==> src/rtl/pixel_stream_proc_if.sv <==
// Beat-level stream bundle for pixel_stream_proc: input beat handshake and registered output beat.
// master = stream source/sink side (testbench or upstream), slave = the processing block.
interface pixel_stream_proc_if #(
  parameter int PPC = 2
);
  logic                 in_valid;
  logic                 in_ready;
  logic [24*PPC-1:0]    in_data;
  logic                 out_valid;
  logic [24*PPC-1:0]    out_data;

  modport master (
    output in_valid, in_data,
    input  in_ready, out_valid, out_data
  );

  modport slave (
    input  in_valid, in_data,
    output in_ready, out_valid, out_data
  );
endinterface

==> src/rtl/pixel_stream_proc.sv <==
// Frame-sequenced pixel processor: VSYNC start-up wait, per-line blanking, then PPC-wide beats
// through a pass / brightness / invert / threshold datapath with one cycle of latency.
module pixel_stream_proc #(
  parameter int WIDTH          = 768,
  parameter int HEIGHT         = 512,
  parameter int PPC            = 2,
  parameter int START_UP_DELAY = 100,
  parameter int HSYNC_DELAY    = 160
) (
  input  logic               HCLK,
  input  logic               HRESETn,
  input  logic               start,
  input  logic [1:0]         mode,
  input  logic [7:0]         value,
  input  logic               sign,
  input  logic [7:0]         threshold,
  pixel_stream_proc_if.slave bus,
  output logic               VSYNC,
  output logic               HSYNC,
  output logic               ctrl_done
);

  localparam int VW = (START_UP_DELAY > 0) ? $clog2(START_UP_DELAY + 1) : 1;
  localparam int HW = (HSYNC_DELAY > 0) ? $clog2(HSYNC_DELAY + 1) : 1;
  localparam int CW = (WIDTH > 1) ? $clog2(WIDTH) : 1;
  localparam int RW = (HEIGHT > 1) ? $clog2(HEIGHT) : 1;

  typedef enum logic [2:0] {S_IDLE, S_VSYNC, S_HSYNC, S_DATA, S_DONE} state_e;

  state_e            state_q, state_d;
  logic [VW-1:0]     vcnt_q, vcnt_d;
  logic [HW-1:0]     hcnt_q, hcnt_d;
  logic [CW-1:0]     col_q, col_d;
  logic [RW-1:0]     row_q, row_d;
  logic [1:0]        mode_q;
  logic              sign_q;
  logic [7:0]        value_q, thr_q;
  logic              out_valid_q;
  logic [24*PPC-1:0] out_data_q, proc_data;
  logic              ready, accept, line_end, last_row;

  assign accept   = bus.in_valid & ready;
  assign line_end = accept && (col_q == CW'(WIDTH - PPC));
  assign last_row = (row_q == RW'(HEIGHT - 1));

  always_ff @(posedge HCLK or negedge HRESETn) begin
    if (!HRESETn) state_q <= S_IDLE;
    else          state_q <= state_d;
  end

  always_comb begin
    state_d = state_q;
    case (state_q)
      S_IDLE:  if (start) state_d = S_VSYNC;
      S_VSYNC: if (vcnt_q == VW'(START_UP_DELAY)) state_d = S_HSYNC;
      S_HSYNC: if (hcnt_q == HW'(HSYNC_DELAY)) state_d = S_DATA;
      S_DATA:  if (line_end) state_d = last_row ? S_DONE : S_HSYNC;
      S_DONE:  state_d = S_IDLE;
      default: state_d = S_IDLE;
    endcase
  end

  always_comb begin
    ready     = (state_q == S_DATA);
    VSYNC     = (state_q == S_VSYNC);
    ctrl_done = (state_q == S_DONE);
  end

  assign bus.in_ready  = ready;
  assign bus.out_valid = out_valid_q;
  assign bus.out_data  = out_data_q;
  assign HSYNC         = out_valid_q;

  // Each phase counter runs only while its own state is current and is zero otherwise.
  always_comb begin
    vcnt_d = '0;
    hcnt_d = '0;
    col_d  = col_q;
    row_d  = row_q;
    if (state_q == S_VSYNC && vcnt_q != VW'(START_UP_DELAY)) vcnt_d = vcnt_q + 1'b1;
    if (state_q == S_HSYNC && hcnt_q != HW'(HSYNC_DELAY))    hcnt_d = hcnt_q + 1'b1;
    if (state_q != S_DATA)  col_d = '0;
    else if (accept)        col_d = line_end ? '0 : col_q + CW'(PPC);
    if (line_end)           row_d = row_q + 1'b1;
    else if (state_q == S_DONE || state_q == S_IDLE) row_d = '0;
  end

  function automatic logic [23:0] procPixel(input logic [23:0] pix, input logic [1:0] md,
                                            input logic sg, input logic [7:0] val,
                                            input logic [7:0] thr);
    logic [9:0]  sum, avg;
    logic [8:0]  s;
    logic [7:0]  c;
    logic [23:0] res;
    sum = {2'b00, pix[23:16]} + {2'b00, pix[15:8]} + {2'b00, pix[7:0]};
    avg = sum / 10'd3;
    res = pix;
    case (md)
      2'd1: begin
        for (int i = 0; i < 3; i++) begin
          c = pix[8*i +: 8];
          s = {1'b0, c} + {1'b0, val};
          if (sg) res[8*i +: 8] = s[8] ? 8'hFF : s[7:0];
          else    res[8*i +: 8] = (c > val) ? (c - val) : 8'h00;
        end
      end
      2'd2:    res = {3{8'hFF - avg[7:0]}};
      2'd3:    res = (avg > {2'b00, thr}) ? 24'hFFFFFF : 24'h000000;
      default: res = pix;
    endcase
    return res;
  endfunction

  always_comb begin
    proc_data = '0;
    for (int k = 0; k < PPC; k++)
      proc_data[24*k +: 24] = procPixel(bus.in_data[24*k +: 24], mode_q, sign_q, value_q, thr_q);
  end

  // Operands are captured once per frame on the IDLE->VSYNC edge; later input changes are ignored.
  always_ff @(posedge HCLK or negedge HRESETn) begin
    if (!HRESETn) begin
      vcnt_q      <= '0;
      hcnt_q      <= '0;
      col_q       <= '0;
      row_q       <= '0;
      mode_q      <= '0;
      sign_q      <= 1'b0;
      value_q     <= '0;
      thr_q       <= '0;
      out_valid_q <= 1'b0;
      out_data_q  <= '0;
    end else begin
      vcnt_q      <= vcnt_d;
      hcnt_q      <= hcnt_d;
      col_q       <= col_d;
      row_q       <= row_d;
      out_valid_q <= accept;
      if (accept) out_data_q <= proc_data;
      if (state_q == S_IDLE && start) begin
        mode_q  <= mode;
        sign_q  <= sign;
        value_q <= value;
        thr_q   <= threshold;
      end
    end
  end

endmodule
==> src/flat_wrapper.sv <==
// flat-port wrapper written by rule: the top's interface ports become plain ports
module pixel_stream_proc_flat 
#(
  parameter int WIDTH          = 768,
  parameter int HEIGHT         = 512,
  parameter int PPC            = 2,
  parameter int START_UP_DELAY = 100,
  parameter int HSYNC_DELAY    = 160
)
  (HCLK, HRESETn, start, mode, value, sign, threshold, VSYNC, HSYNC, ctrl_done, bus_in_valid, bus_in_data, bus_in_ready, bus_out_valid, bus_out_data);
  pixel_stream_proc_if #(.PPC(PPC)) bus_i ();
  input  logic HCLK;
  input  logic HRESETn;
  input  logic start;
  input  logic [1:0] mode;
  input  logic [7:0] value;
  input  logic sign;
  input  logic [7:0] threshold;
  output logic VSYNC;
  output logic HSYNC;
  output logic ctrl_done;
  input wire logic [$bits(bus_i.in_valid)-1:0] bus_in_valid;
  input wire logic [$bits(bus_i.in_data)-1:0] bus_in_data;
  output wire logic [$bits(bus_i.in_ready)-1:0] bus_in_ready;
  output wire logic [$bits(bus_i.out_valid)-1:0] bus_out_valid;
  output wire logic [$bits(bus_i.out_data)-1:0] bus_out_data;
  assign bus_i.in_valid = bus_in_valid;
  assign bus_i.in_data = bus_in_data;
  assign bus_in_ready = bus_i.in_ready;
  assign bus_out_valid = bus_i.out_valid;
  assign bus_out_data = bus_i.out_data;
  pixel_stream_proc #(.WIDTH(WIDTH), .HEIGHT(HEIGHT), .PPC(PPC), .START_UP_DELAY(START_UP_DELAY), .HSYNC_DELAY(HSYNC_DELAY)) u_core (.HCLK(HCLK), .HRESETn(HRESETn), .start(start), .mode(mode), .value(value), .sign(sign), .threshold(threshold), .bus(bus_i), .VSYNC(VSYNC), .HSYNC(HSYNC), .ctrl_done(ctrl_done));
endmodule
==> config.mk <==
export PLATFORM = sky130hd
export DESIGN_NAME = pixel_stream_proc_flat
export DESIGN_NICKNAME = d
export VERILOG_FILES = /design/src/rtl/pixel_stream_proc_if.sv /design/src/rtl/pixel_stream_proc.sv /design/src/flat_wrapper.sv
export SDC_FILE = /design/constraint.sdc
export NUM_CORES = 1
export LEC_CHECK = 0
export ABC_AREA = 1
export BUFFER_PORTS_ARGS = -buffer_cell sky130_fd_sc_hd__buf_2
export CAP_MARGIN = 5
export CORE_MARGIN = 1
export CORE_UTILIZATION = 47
export DETAILED_ROUTE_END_ITERATION = 7
export PLACE_DENSITY = 0.67
export SLEW_MARGIN = 10
export SYNTH_ARGS = -nofsm -noshare
export SYNTH_HDL_FRONTEND = slang
export SYNTH_SLANG_ARGS = --single-unit
==> constraint.sdc <==
create_clock -name HCLK -period 4.3 [get_ports HCLK]
set_input_delay 1.075 -clock HCLK [delete_from_list [all_inputs] [get_ports HCLK]]
set_output_delay 1.075 -clock HCLK [all_outputs]
set_load 0.02 [all_outputs]
Word-level counts from Yosys, hierarchy flattened
Index checks and enable logic that the tools add are counted.

storage, ports and cells
  word-level logic and storage cells = 106
  input bits = 71
  bits in registers = 105

cells by class
  order comparisons = 8
  bitwise operators = 1
  add/subtract/negate cells = 22
  equal/unequal tests = 18
  muxes and demuxes = 35
  reduce and logical (&&, ||, !) cells = 9
  divide/modulo/power cells = 2

operators with widths
  operator                 number
  $mux W8                  19
  $pmux W24 S3             2
  $add A8 B8 Y9            8
  $gt A8 B8 Y1             6
  $mux W24                 2
  $sub A8 B8 Y8            6
  $mux W10                 3
  $add A10 B8 Y10          2
  $div A10 B2 Y10 const B  2
  $gt A10 B8 Y1            2
  $mux W9                  2
  $sub A8 B8 Y8 const A    2
  $mux W3                  5
  $pmux W3 S4              1
  $add A10 B2 Y10 const B  1
  $eq A10 B10 Y1 const B   1
  $add A9 B1 Y9 const B    1
  $eq A9 B9 Y1 const B     1
  $add A8 B1 Y8 const B    1
  $eq A8 B8 Y1 const B     1
  $ne A8 B8 Y1 const B     1
  $add A7 B1 Y7 const B    1
  $eq A7 B7 Y1 const B     1
  $mux W7                  1
  other kinds (15)         23

Depth between registers and ports, before layout
  word-level depth = 6
  depth in mapped cells = 57
  depth with buffers taken out = 57

Least setup slack after synthesis
OpenSTA, ideal clock, no wires.

  path type = input to register
  start point = in bus_in_data[32]
  end point = reg u_core.out_data_q[31] (netlist: u_core.bus.out_data[31])
  required time = 4.177 ns
  cell stages on the path = 53
  arrival time = 6.641 ns
  slack = -2.464 ns
  path through = ha_1 -> inv_1 -> fa_1 -> nand3b_1 -> nand2_1 -> a31oi_1 -> xnor2_1 -> ha_1 -> a21o_1 -> nor2_1 -> nand2_1 -> nand2_1 -> nand2_2 -> nand3_2 -> nand2_2 -> nand2_2 -> nand3_2 -> nand2_2 -> [... 17 more ...] -> nor2_1 -> nand2_1 -> nand2_1 -> and3_1 -> ha_1 -> nor2_1 -> o21ai_0 -> nand2_1 -> a21oi_1 -> o21ai_0 -> a221oi_1 -> o21ai_0 -> nand3_1 -> nand2_1 -> a31oi_1 -> a21oi_1 -> o21ai_0 -> nand2_1

on the way
  longest elaborated chain between the ends = 6
  elaborated cells between the ends (all ways) = 7

RTL lines
  element                 line                      source
  start: declaration      flat_wrapper.sv:23        input wire logic [$bits(bus_i.in_data)-1:0] bus_in_data;
  $add A8 B8 Y9 *         pixel_stream_proc.sv:95   sum = {2'b00, pix[23:16]} + {2'b00, pix[15:8]} + {2'b00, pix[7:0]};
  $add A10 B8 Y10 *       pixel_stream_proc.sv:95
  $div A10 B2 Y10 *       pixel_stream_proc.sv:96   avg = sum / 10'd3;
  $gt A10 B8 Y1           pixel_stream_proc.sv:108  2'd3: res = (avg > {2'b00, thr}) ? 24'hFFFFFF : 24'h000000;
  $mux W24                pixel_stream_proc.sv:108
  $pmux W24 S3 *          pixel_stream_proc.sv:98   case (md)
  end signal: assignment  pixel_stream_proc.sv:139  if (accept) out_data_q <= proc_data;
  end: declaration        pixel_stream_proc.sv:39   logic [24*PPC-1:0] out_data_q, proc_data;

Mark *: on every way between the ends. The rest lies on a longest branch, timed or not.
A chain may end at the register's enable or synchronous reset.

Worst setup path after layout
  start point = in bus_in_data[34]
  end point = reg u_core.out_data_q[27] (netlist: u_core.bus.out_data[27])

The elaborated chain is that of the path after synthesis.

==> results.md <==
* Port buffer count at 123
* Fraction of layout cells with a size suffix above 1 at approximately 30%
* Total core area at 23700 sq um
* Clock buffers created by TritonCTS at 9
* Mapped Avg Cell Area at 7.02 sq um
* Starting Density at 48.5%
* Antenna Nets Post-Route at 0
* Initial DRC count at ~920
* Crit. End Element: flop
* Critical path arrival at about 7100 ps
* DR DRC count at 0
* Status: finished with violations
* Antenna Cells at 0
* Pre-antenna DRT Iters at 5
* Largest family of logic cells by synthesized area: simple AND/OR/NAND/NOR gates
* Placed Area at between 10000 and 15000 sq um
* Fmax at 145 MHz
* Synth Net Count at 1879
* Compound-cell area share of the yosys netlist at about a fifth
* Die Wd at ~160 microns
* Total gr overflow at 0
* Total Negative Setup Slacks at -117620 ps
* Die Ht at 158 microns
* Post-synthesis mux area share at 0.392%
* Design area at 15300 sq um
* Final Net Count at between 2000 and 2500
* Slowest stage cell, crit path: ha_1
* Clock Tree Buf Depth at 2
* Simple-gate portion of the synthesized area at 21.9%
* Slowest Stage Delay on Critical Path at 300 ps
* Pins Over Slew Limit at 0
* Initial antenna violation count at 1
* Most common library cells after synthesis: nand2_1, inv_1, a21oi_1
* Clock period minus worst slack at 6900 ps
* Average wire per standard cell at ~17 microns
* Cells after Synth at 1635
* Vias in the first global route at 11729
* R2R setup slack at roughly 520 ps
* Final Cycle Share at 160%
* Area of the mapped netlist at 11500 sq um
* Via Count at 12523
* Top_reg_cell synth: dfrtp_1
* Setup ws final at -2600 ps
* Post-synth EDFFs at 0
* Yosys Warn Count at 0
* Sequential fraction of the synthesis area at 22.7%
* Root buffer cell: clkbuf_16
* Area contributors post-synth: dfrtp_1, ha_1, nand2_1, inv_1, a21oi_1
* Hold_sp: u_core.bus.out_data[25]
* Req. time, crit path at 4540 ps
* Peak supply drop at ~0.77 mV
* First-pass GRT wire length at about 60000 microns
* Die ar. at between 20000 and 30000 sq um
* Layout Cells excl Fill at 2293
* CP Launch Type: input pin
* I/O pin total at 124
* RSZ-0062 raised after global routing: true
* Xor/xnor share of the synthesized area at 6.25%
* Post-synth top area share at between 20% and 30%
* Clk_lat worst skew at 380 ps
* Failing checks: setup timing
* Final Hold Viols at 0
* Max cap viols at 0
* Area leader, netlist: dfrtp_1
* GRT Total Usage at 31.0%
* Setup Skew at 8.04 ps
* Final WL at 39400 microns
* Min-Delay Path Class: reg2reg
* Final HPWL DP at 29700 microns
* Most frequent cell after synthesis: nand2_1
* CTS Sinks at 104
* Reg-to-reg startpoint: u_core.value_q[0]
* Synth cell types at 50
* Placed Cells at 2234
* Hold buffers post-CTS at 0
* CP Max Fanout at 5
* H-tree Lvls at 3
* Slew @ Worst Pin at 887 ps
* GPL Wtd Cong at 1.00
* Lkg Pwr at 0.00820 uW
* Crit Path Class: in2reg
* Power density cells at 492 nW/um^2
* Worst Setup SP: bus_in_data[34]
* Worst hold slack at 472 ps
* Asr flop ratio synth at 100%
* Largest net degree at the start of global routing at 55
* Area Overhead vs Synth at 33.7%
* Final setup fails at 48
* Crit-path most repeated cell: nand2_1
* Adder-cell share of the synthesized area at 19.9%
* Vias per cell at 5.46
* Site Rows at 56
* Worst-path clk slew at 80 ps
* CTS tree: done
* Synth Register Bits at approximately 100
* Slew margin rel. at around two fifths
critical path: cells and delay by family:
family,cells,cell delay (ps)
buffers and inverters,6,540
xor gates and xnor gates,1,160
and+or+nand+nor,24,2240
adders and majority gates,4,900
AOI/OAI and AO/OA,19,2190
per-stage QoR:
stage / worst slack, ps / util [%] / total power, uW
5_1_grt: -3110 / 64.8 / 8110
4_1_cts: -2490 / 61.9 / 6940
3_3_place_gp: -2980 / 59.0 / 5380
6_report: -2600 / 64.8 / 7560
2_1_floorplan: -2210 / - / 3700
3_5_place_dp: -3100 / 59.0 / 5450
cell usage in the layout (no fill, tap or decap), types with 5 or more instances in the layout:
master,netlist,layout
nand3b_1,5,5
fa_1,16,14
o21ai_1,12,38
ha_1,157,141
a21oi_1,172,141
xnor2_1,14,8
xnor2_2,0,6
xor2_1,68,67
inv_1,235,211
nand4_1,11,11
ha_4,0,15
a21oi_2,2,28
nand3_1,50,37
o21bai_1,27,27
dfrtp_1,104,104
buf_2,0,116
nand3_2,8,19
o21ai_0,146,90
o31ai_1,9,9
o22ai_1,6,6
nor4_1,10,10
a21oi_4,0,5
o21ai_2,2,32
buf_6,0,10
nand2_4,2,9
inv_2,1,25
o211ai_1,17,17
clkbuf_16,0,9
nand2_1,317,261
buf_4,1,225
nor2_1,133,128
nand2_2,18,67
nor3_1,21,21
what timing repair did:
| action | CTS | global route |
|---|---|---|
| gates resized for setup | 89 | 159 |
| buffers inserted | 25 | 19 |
| pin swaps | 24 | 43 |
| hold endpoints to repair | 0 | 0 |
| setup endpoints to repair | 48 | 48 |
flip-flops by register name, indices dropped and copies added (netlist names):
register	cells
u_core.HSYNC	1
u_core.bus.out_data	48
u_core.col_q	9
u_core.hcnt_q	8
u_core.mode_q	2
u_core.row_q	9
u_core.sign_q	1
u_core.state_q	3
u_core.thr_q	8
u_core.value_q	8
u_core.vcnt_q	7
kinds of logic after synthesis:
group / count (synthesis)
adders and majority gates: 173
muxes: 3
xor gates and xnor gates: 82
DFF: 104
buffers and inverters: 271
AOI/OAI and AO/OA: 414
and+or+nand+nor: 588
layer usage:
metal / part of all wire, % / GRT usage [%]
met1: 42 / 40.1
met2: 47 / 51.8
met3: 7.3 / 5.31
met4: 3.3 / 10.9
met5: 0.033 / 0
final cells by class:
cell class,count,area [sq um]
clock buffers,10,229
inverters,239,901
multi-input cells,1260,8700
clock inverters,6,61.3
repair buffers,355,2450
well taps,319,399
fillers,2159,8330
flip-flops and latches,104,2600
where the power goes:
group	internal, uW	switching [uW]	leakage [uW]	total (uW)
logic	2600	2840	0.00675	5440
clock network	410	451	0.000144	861
registers	1130	120	0.00131	1250
final timing paths:
kind,endpoint,cells past startpoint
worst max-delay path,u_core.bus.out_data[27],54
max in group asynchronous,u_core.bus.out_data[26],2
worst min register to register,u_core.bus.out_data[25],2
min in group asynchronous,u_core.bus.out_data[13],1
worst max register to register,u_core.bus.out_data[7],20
worst min-delay path,u_core.bus.out_data[25],2
No activity file was read; power rests on OpenSTA's default activity.
